==> config.mk <==
export PLATFORM = sky130hd
export DESIGN_NAME = pipe_stage_buf
export DESIGN_NICKNAME = d
export VERILOG_FILES = /design/src/rtl/pipe_pkg.sv /design/src/rtl/pipe_stage_buf.sv
export SDC_FILE = /design/constraint.sdc
export NUM_CORES = 1
export LEC_CHECK = 0
export ABC_AREA = 1
export ABC_CLOCK_PERIOD_IN_PS = 1800
export CAP_MARGIN = 20
export CORE_UTILIZATION = 51
export CTS_CLUSTER_SIZE = 20
export DETAILED_ROUTE_END_ITERATION = 16
export PLACE_DENSITY = 0.91
export RECOVER_POWER = 50
export SYNTH_ARGS = -nofsm -noshare
export SYNTH_HDL_FRONTEND = slang
export SYNTH_SLANG_ARGS = --single-unit
==> constraint.sdc <==
create_clock -name clk -period 1.8 [get_ports clk]
set_clock_uncertainty 0.1 [all_clocks]
set_input_delay 0.36 -clock clk [delete_from_list [all_inputs] [get_ports clk]]
set_output_delay 0.36 -clock clk [all_outputs]
set_load 0.1 [all_outputs]
==> src/rtl/pipe_pkg.sv <==
// pipe_pkg: shared definitions for the inter-stage pipeline buffers.
//
// Contents:
//   - Control-field structs for the WB / M / EX groups.
//   - Per-boundary control and payload widths, derived from the packed structs.
//   - NOP control constants. A NOP is all-zero, which is also the value a bubble presents.
//   - The stage-buffer state encoding and an occupancy decode helper.
//   - A packing helper that builds the ID/EX control word from its three groups.
package pipe_pkg;

    // Control groups, MSB first within each word: WB, then M, then EX.
    typedef struct packed {
        logic regWrite;
        logic memToReg;
    } wbCtrl_t;

    typedef struct packed {
        logic branch;
        logic memRead;
        logic memWrite;
    } memCtrl_t;

    typedef struct packed {
        logic       regDst;
        logic [1:0] aluOp;
        logic       aluSrc;
    } exCtrl_t;

    // ID/EX carries all three groups. EX/MEM drops EX. MEM/WB keeps only WB.
    typedef struct packed {
        wbCtrl_t  wb;
        memCtrl_t m;
        exCtrl_t  ex;
    } idexCtrl_t;

    typedef struct packed {
        wbCtrl_t  wb;
        memCtrl_t m;
    } exmemCtrl_t;

    typedef wbCtrl_t memwbCtrl_t;

    // Payload layouts for each boundary.
    typedef struct packed {
        logic [31:0] pcPlus4;
        logic [31:0] instr;
    } ifidData_t;

    typedef struct packed {
        logic [31:0] rdData1;
        logic [31:0] rdData2;
        logic [31:0] signExtImm;
        logic [4:0]  rs;
        logic [4:0]  rt;
        logic [4:0]  rd;
    } idexData_t;

    typedef struct packed {
        logic [31:0] aluResult;
        logic [31:0] writeData;
        logic [4:0]  destReg;
        logic        zero;
    } exmemData_t;

    typedef struct packed {
        logic [31:0] readData;
        logic [31:0] aluResult;
        logic [4:0]  destReg;
    } memwbData_t;

    localparam int IFID_DATA_W  = $bits(ifidData_t);   // 64
    localparam int IDEX_CTRL_W  = $bits(idexCtrl_t);   // 9
    localparam int IDEX_DATA_W  = $bits(idexData_t);   // 111
    localparam int EXMEM_CTRL_W = $bits(exmemCtrl_t);  // 5
    localparam int EXMEM_DATA_W = $bits(exmemData_t);  // 70
    localparam int MEMWB_CTRL_W = $bits(memwbCtrl_t);  // 2
    localparam int MEMWB_DATA_W = $bits(memwbData_t);  // 69

    // A bubble is an all-zero control word: no register write, no memory access.
    localparam idexCtrl_t  IDEX_NOP  = '0;
    localparam exmemCtrl_t EXMEM_NOP = '0;
    localparam memwbCtrl_t MEMWB_NOP = '0;

    // Stage-buffer occupancy states. FULL exists only in skid mode.
    typedef enum logic [1:0] {
        ST_EMPTY = 2'd0,
        ST_ONE   = 2'd1,
        ST_FULL  = 2'd2
    } bufState_e;

    function automatic logic [1:0] occOf(input bufState_e s);
        logic [1:0] n;
        n = 2'd0;
        case (s)
            ST_ONE:  n = 2'd1;
            ST_FULL: n = 2'd2;
            default: n = 2'd0;
        endcase
        return n;
    endfunction

    function automatic logic [IDEX_CTRL_W-1:0] packIdexCtrl(
        input wbCtrl_t  wb,
        input memCtrl_t m,
        input exCtrl_t  ex
    );
        idexCtrl_t c;
        c.wb = wb;
        c.m  = m;
        c.ex = ex;
        return c;
    endfunction

endpackage

==> src/rtl/pipe_stage_buf.sv <==
// pipe_stage_buf: parametrised inter-stage pipeline register with a valid/ready
// handshake, a synchronous flush that inserts a bubble, and an optional
// two-entry skid mode.
//
// Parameters:
//   CTRL_W : control-word width. The control word reads as zero on bubbles.
//   DATA_W : payload width.
//   SKID   : 1 = main + skid register, with inReady decoded from state only.
//            0 = single register, with inReady = !outValid | outReady.
//
// Ports:
//   clk      in   rising-edge clock
//   rst      in   asynchronous active-low reset
//   flush    in   synchronous flush; drops all entries and refuses input
//   inValid  in   upstream beat present
//   inReady  out  stage can accept a beat
//   inCtrl   in   [CTRL_W] upstream control word
//   inData   in   [DATA_W] upstream payload
//   outValid out  head entry valid
//   outReady in   downstream accepts the head entry
//   outCtrl  out  [CTRL_W] head control word, zero whenever outValid = 0
//   outData  out  [DATA_W] head payload; keeps its last value when invalid
//   occ      out  [2] entries held (0..2)
module pipe_stage_buf
    import pipe_pkg::*;
#(
    parameter int CTRL_W = IDEX_CTRL_W,
    parameter int DATA_W = IDEX_DATA_W,
    parameter int SKID   = 1
) (
    input  logic              clk,
    input  logic              rst,
    input  logic              flush,
    input  logic              inValid,
    output logic              inReady,
    input  logic [CTRL_W-1:0] inCtrl,
    input  logic [DATA_W-1:0] inData,
    output logic              outValid,
    input  logic              outReady,
    output logic [CTRL_W-1:0] outCtrl,
    output logic [DATA_W-1:0] outData,
    output logic [1:0]        occ
);

    localparam bit HAS_SKID = (SKID != 0);

    bufState_e         state;
    bufState_e         stateNxt;

    logic [CTRL_W-1:0] mainCtrl;
    logic [DATA_W-1:0] mainData;
    logic [CTRL_W-1:0] skidCtrl;
    logic [DATA_W-1:0] skidData;

    logic              inFire;
    logic              outFire;
    logic              loadMainIn;
    logic              loadMainSkid;
    logic              loadSkid;

    // The main register is the head, so it is valid in ONE and in FULL.
    // The skid register is valid only in FULL.
    assign outValid = (state != ST_EMPTY);
    assign outCtrl  = outValid ? mainCtrl : '0;
    assign outData  = mainData;
    assign occ      = occOf(state);

    assign inFire  = inValid  & inReady;
    assign outFire = outValid & outReady;

    // Next state and register load selects. A flush returns to EMPTY and
    // suppresses every load. An output fire in the flush cycle still
    // completes downstream, so nothing extra is needed for it here.
    always_comb begin
        stateNxt     = state;
        loadMainIn   = 1'b0;
        loadMainSkid = 1'b0;
        loadSkid     = 1'b0;
        if (flush) begin
            stateNxt = ST_EMPTY;
        end else begin
            case (state)
                ST_EMPTY: begin
                    if (inFire) begin
                        stateNxt   = ST_ONE;
                        loadMainIn = 1'b1;
                    end
                end
                ST_ONE: begin
                    if (inFire && outFire) begin
                        stateNxt   = ST_ONE;
                        loadMainIn = 1'b1;
                    end else if (inFire) begin
                        // In single-register mode an input fire in ONE
                        // implies outReady, so this branch is skid-only.
                        stateNxt   = HAS_SKID ? ST_FULL : ST_ONE;
                        loadSkid   = HAS_SKID;
                        loadMainIn = !HAS_SKID;
                    end else if (outFire) begin
                        stateNxt = ST_EMPTY;
                    end
                end
                ST_FULL: begin
                    // inReady is low in FULL, so only the head can move.
                    if (outFire) begin
                        stateNxt     = ST_ONE;
                        loadMainSkid = 1'b1;
                    end
                end
                default: begin
                    stateNxt = ST_EMPTY;
                end
            endcase
        end
    end

    always_ff @(posedge clk or negedge rst) begin
        if (!rst) begin
            state <= ST_EMPTY;
        end else begin
            state <= stateNxt;
        end
    end

    // Main (head) register. Flush clears the control word but keeps the
    // payload; the payload is zeroed only by reset.
    always_ff @(posedge clk or negedge rst) begin
        if (!rst) begin
            mainCtrl <= '0;
            mainData <= '0;
        end else if (flush) begin
            mainCtrl <= '0;
        end else if (loadMainSkid) begin
            mainCtrl <= skidCtrl;
            mainData <= skidData;
        end else if (loadMainIn) begin
            mainCtrl <= inCtrl;
            mainData <= inData;
        end
    end

    if (HAS_SKID) begin : gSkid
        always_ff @(posedge clk or negedge rst) begin
            if (!rst) begin
                skidCtrl <= '0;
                skidData <= '0;
            end else if (flush) begin
                skidCtrl <= '0;
            end else if (loadSkid) begin
                skidCtrl <= inCtrl;
                skidData <= inData;
            end
        end

        // Registered-path ready: depends on state and flush only, never on
        // outReady, which breaks the combinational stall chain.
        assign inReady = !flush && (state != ST_FULL);
    end else begin : gNoSkid
        assign skidCtrl = '0;
        assign skidData = '0;

        // Pass-through ready: accept when the head is empty or draining now.
        assign inReady = !flush && (!outValid || outReady);
    end

endmodule

==> results_dict.tcl, run 1 <==
set metrics [dict create \
    status "complete, but fails checks" \
    violations "setup timing" \
    pre_cts_slack_ns -0.381 \
    initial_core_util_pct 52.3 \
    p_leak_nw 8.63 \
    setup_violations 131 \
    route.detailed.drc 0 \
    startpoint_type "flip-flop" \
    track_usage_pct 28.1 \
    yosysTopAreaCell "dfrtp_1" \
    powerDensity_nw_per_um2 1340 \
    syn_area_per_cell_um2 8.23 \
    cts_max_level 1 \
    hold_ws_ns 0.313 \
    drive_gt1_share_pct 25.7 \
    drt_first_pass_iters 7 \
    via_per_inst 5.80 \
    crit_type "flip-flop to output port" \
    seq_area_frac_synth_pct 54.7 \
    routed_wirelength_um 39300 \
    synth_cell_types 20 \
    pin_count 249 \
    hold_violations 0 \
    placed_area_um2 15400 \
    cap_violations 0 \
    die_area_um2 22300 \
    post_drt_wl_per_cell_um 20.5 \
    tritoncts "built" \
    gp_congestion 0.832 \
    post-dp-hpwl_um 21200 \
    cts_max_path_buffers 3 \
    grt_pass1_wl_um 50000 \
    relSlewSlack_pct 47.9 \
    clk_pin_slew_ns 0.07 \
    power_w 0.0235 \
    netlist_instances 1346 \
    numCtsBuffers 26 \
    core_area_um2 21200 \
    synthTopCellsByArea "dfrtp_1 55%, nand2_1 17%, nand3_1 5.6%, o21ai_0 5.1%, inv_1 4.2%" \
    yosys_warnings 0 \
    min_period_ns 1.97 \
    hp-class "input pin to flip-flop" \
    ys_ff_latch 242 \
    max-vdd-ir-drop_v 0.000961 \
    grt_antenna_before_repair 2 \
    maxSlewViolCount 0 \
    rsz0062_at_grt "yes" \
    fmax_mhz 507 \
    synth_common_cells "513 x nand2_1, 242 x dfrtp_1, 124 x inv_1" \
    synth-main-ff-cell "dfrtp_1" \
    worst_setup_path_end_kind "output port" \
    grt_max_degree 91 \
    synth_nets 1471 \
    arrival_ns 1.51 \
    clock-sinks 242 \
    worst-path-max-fanout 3 \
    yosysTopAreaCellShare_pct 54.7 \
    fin_area_um2 17500 \
    die_y_um 149 \
    overflow 0 \
    syn_to_final_growth_pct 58.4 \
    syn_area_um2 11100 \
    synth.most_common_cell "nand2_1" \
    async_reset_ff_share_pct 100 \
    portBuffers 248 \
    crit_required_ns 1.34 \
    num_rows 53 \
    n_antenna_cell 0 \
    finalCritPeriodShare_pct 110 \
    setup_slack_ns -0.172 \
    vias 11107 \
    synth_edf_count 0 \
    die_width_um 149 \
    postRouteAntennaNets 0 \
    max_slew.worst_pin.slew_ns 0.782 \
    fin_nets 1748 \
    clock_latency_ns 0.53 \
    drt_iter0_markers 863 \
    first_global_vias 10193 \
    root_buffer "clkbuf_16" \
]
[layout by cell type (no fill, tap or decap), types with 2 or more instances in the layout]
master,synthesis,final
o21ai_1,81,143
clkinv_4,0,2
nand2_4,0,15
inv_1,124,121
nand3_1,123,122
o21ai_2,30,77
clkbuf_4,0,2
dfrtp_1,242,241
o21ai_4,0,2
inv_2,1,2
buf_4,21,14
buf_6,20,12
buf_16,0,8
clkdlybuf4s50_1,0,122
clkinv_2,0,4
clkbuf_8,0,5
buf_12,0,144
nand4_1,10,10
clkbuf_2,0,6
clkbuf_16,0,48
nand2_1,513,451
clkbuf_1,17,7
nor2_4,2,13
inv_4,0,2
nand2_8,0,3
buf_8,0,9
nand2_2,2,46
[registers in the layout, summed over array words and instances, names as in the netlist]
name	cells
state	2
mainCtrl	9
skidData	111
skidCtrl	9
outData	111
[worst max-delay path, stage by stage, from the launching register on]
cell,delay [ns]
dfrtp_2,0.45
buf_6,0.15
nor2_4,0.17
buf_12,0.21
[routing by layer]
layer	global-route usage (%)	wire [um]
met5	0	12
met4	10.7	2150
met3	6.02	3840
met2	48.5	19800
met1	34.3	13500
[where the power goes]
part	switching [W]	total, W	internal (W)
Combinational	0.00661	0.0102	0.00360
Sequential	0.00103	0.00798	0.00695
Clock	0.00223	0.00532	0.00310
Total	0.00987	0.0235	0.0136
[path summary, 6_finish.rpt]
path / cells after the start / from / slack [ns] / to
hold reg to reg: 2 / skidCtrl[2] / 0.38 / skidCtrl[2]
min in group asynchronous: 2 / rst / 0.37 / outData[34]
max in group asynchronous: 3 / rst / 0.11 / state[1]
setup / recovery: 3 / state[1] / -0.17 / occ[0]
hold / removal: 3 / inCtrl[8] / 0.31 / skidCtrl[8]
setup reg to reg: 9 / state[1] / -0.14 / skidData[99]
[metrics by stage]
| step | std cells | utilization [%] | setup TNS, ns |
|---|---|---|---|
| final | 1916 | 82.9 | -11.25 |
| after global routing | 1916 | 82.9 | -19.13 |
| after global placement | 1827 | 72.8 | -50.11 |
| after detailed placement | 1827 | 72.8 | -68.02 |
| after CTS | 1880 | 77.1 | -1.77 |
| after floorplan | 1346 | - | -13.89 |
[what timing repair did]
action,4_1_cts,5_1_grt
setup buffers,6,9
hold buffers,1,0
pin swaps,3,7
hold endpoints to repair,40,0
cloned,1,28
endpoints found under the setup margin,13,151
gates resized for setup,5,161
[logic make-up (layout without fill, tap and decap cells)]
kind of cell,after synthesis,after routing,synth area share [%]
flip-flops,242,242,54.7
buffers and inverters,218,513,9.84
AND/OR/NAND/NOR,662,662,24.3
AO/OA/AOI/OAI,224,224,11.1
[cell type report]
cell class / instances / area (um2)
fillers: 1021 / 3620
inverters: 126 / 490
clock inverters: 7 / 67.6
well taps: 275 / 344
multi-input cells: 886 / 4500
clock buffers: 39 / 771
repair inverters: 1 / 11.3
repair buffers: 340 / 5290
flip-flops and latches: 242 / 6060
No activity file was read; power rests on OpenSTA's default activity.
==> run 2: changes to the inputs <==
--- a/config.mk
+++ b/config.mk
@@ -11,6 +11,7 @@
 export CORE_UTILIZATION = 51
 export CTS_CLUSTER_SIZE = 20
 export DETAILED_ROUTE_END_ITERATION = 16
+export GPL_TIMING_DRIVEN = 1
 export PLACE_DENSITY = 0.91
 export RECOVER_POWER = 50
 export SYNTH_ARGS = -nofsm -noshare
==> results of run 2 <==
No change in the layout: final DEF, timing and power equal those of run 1.
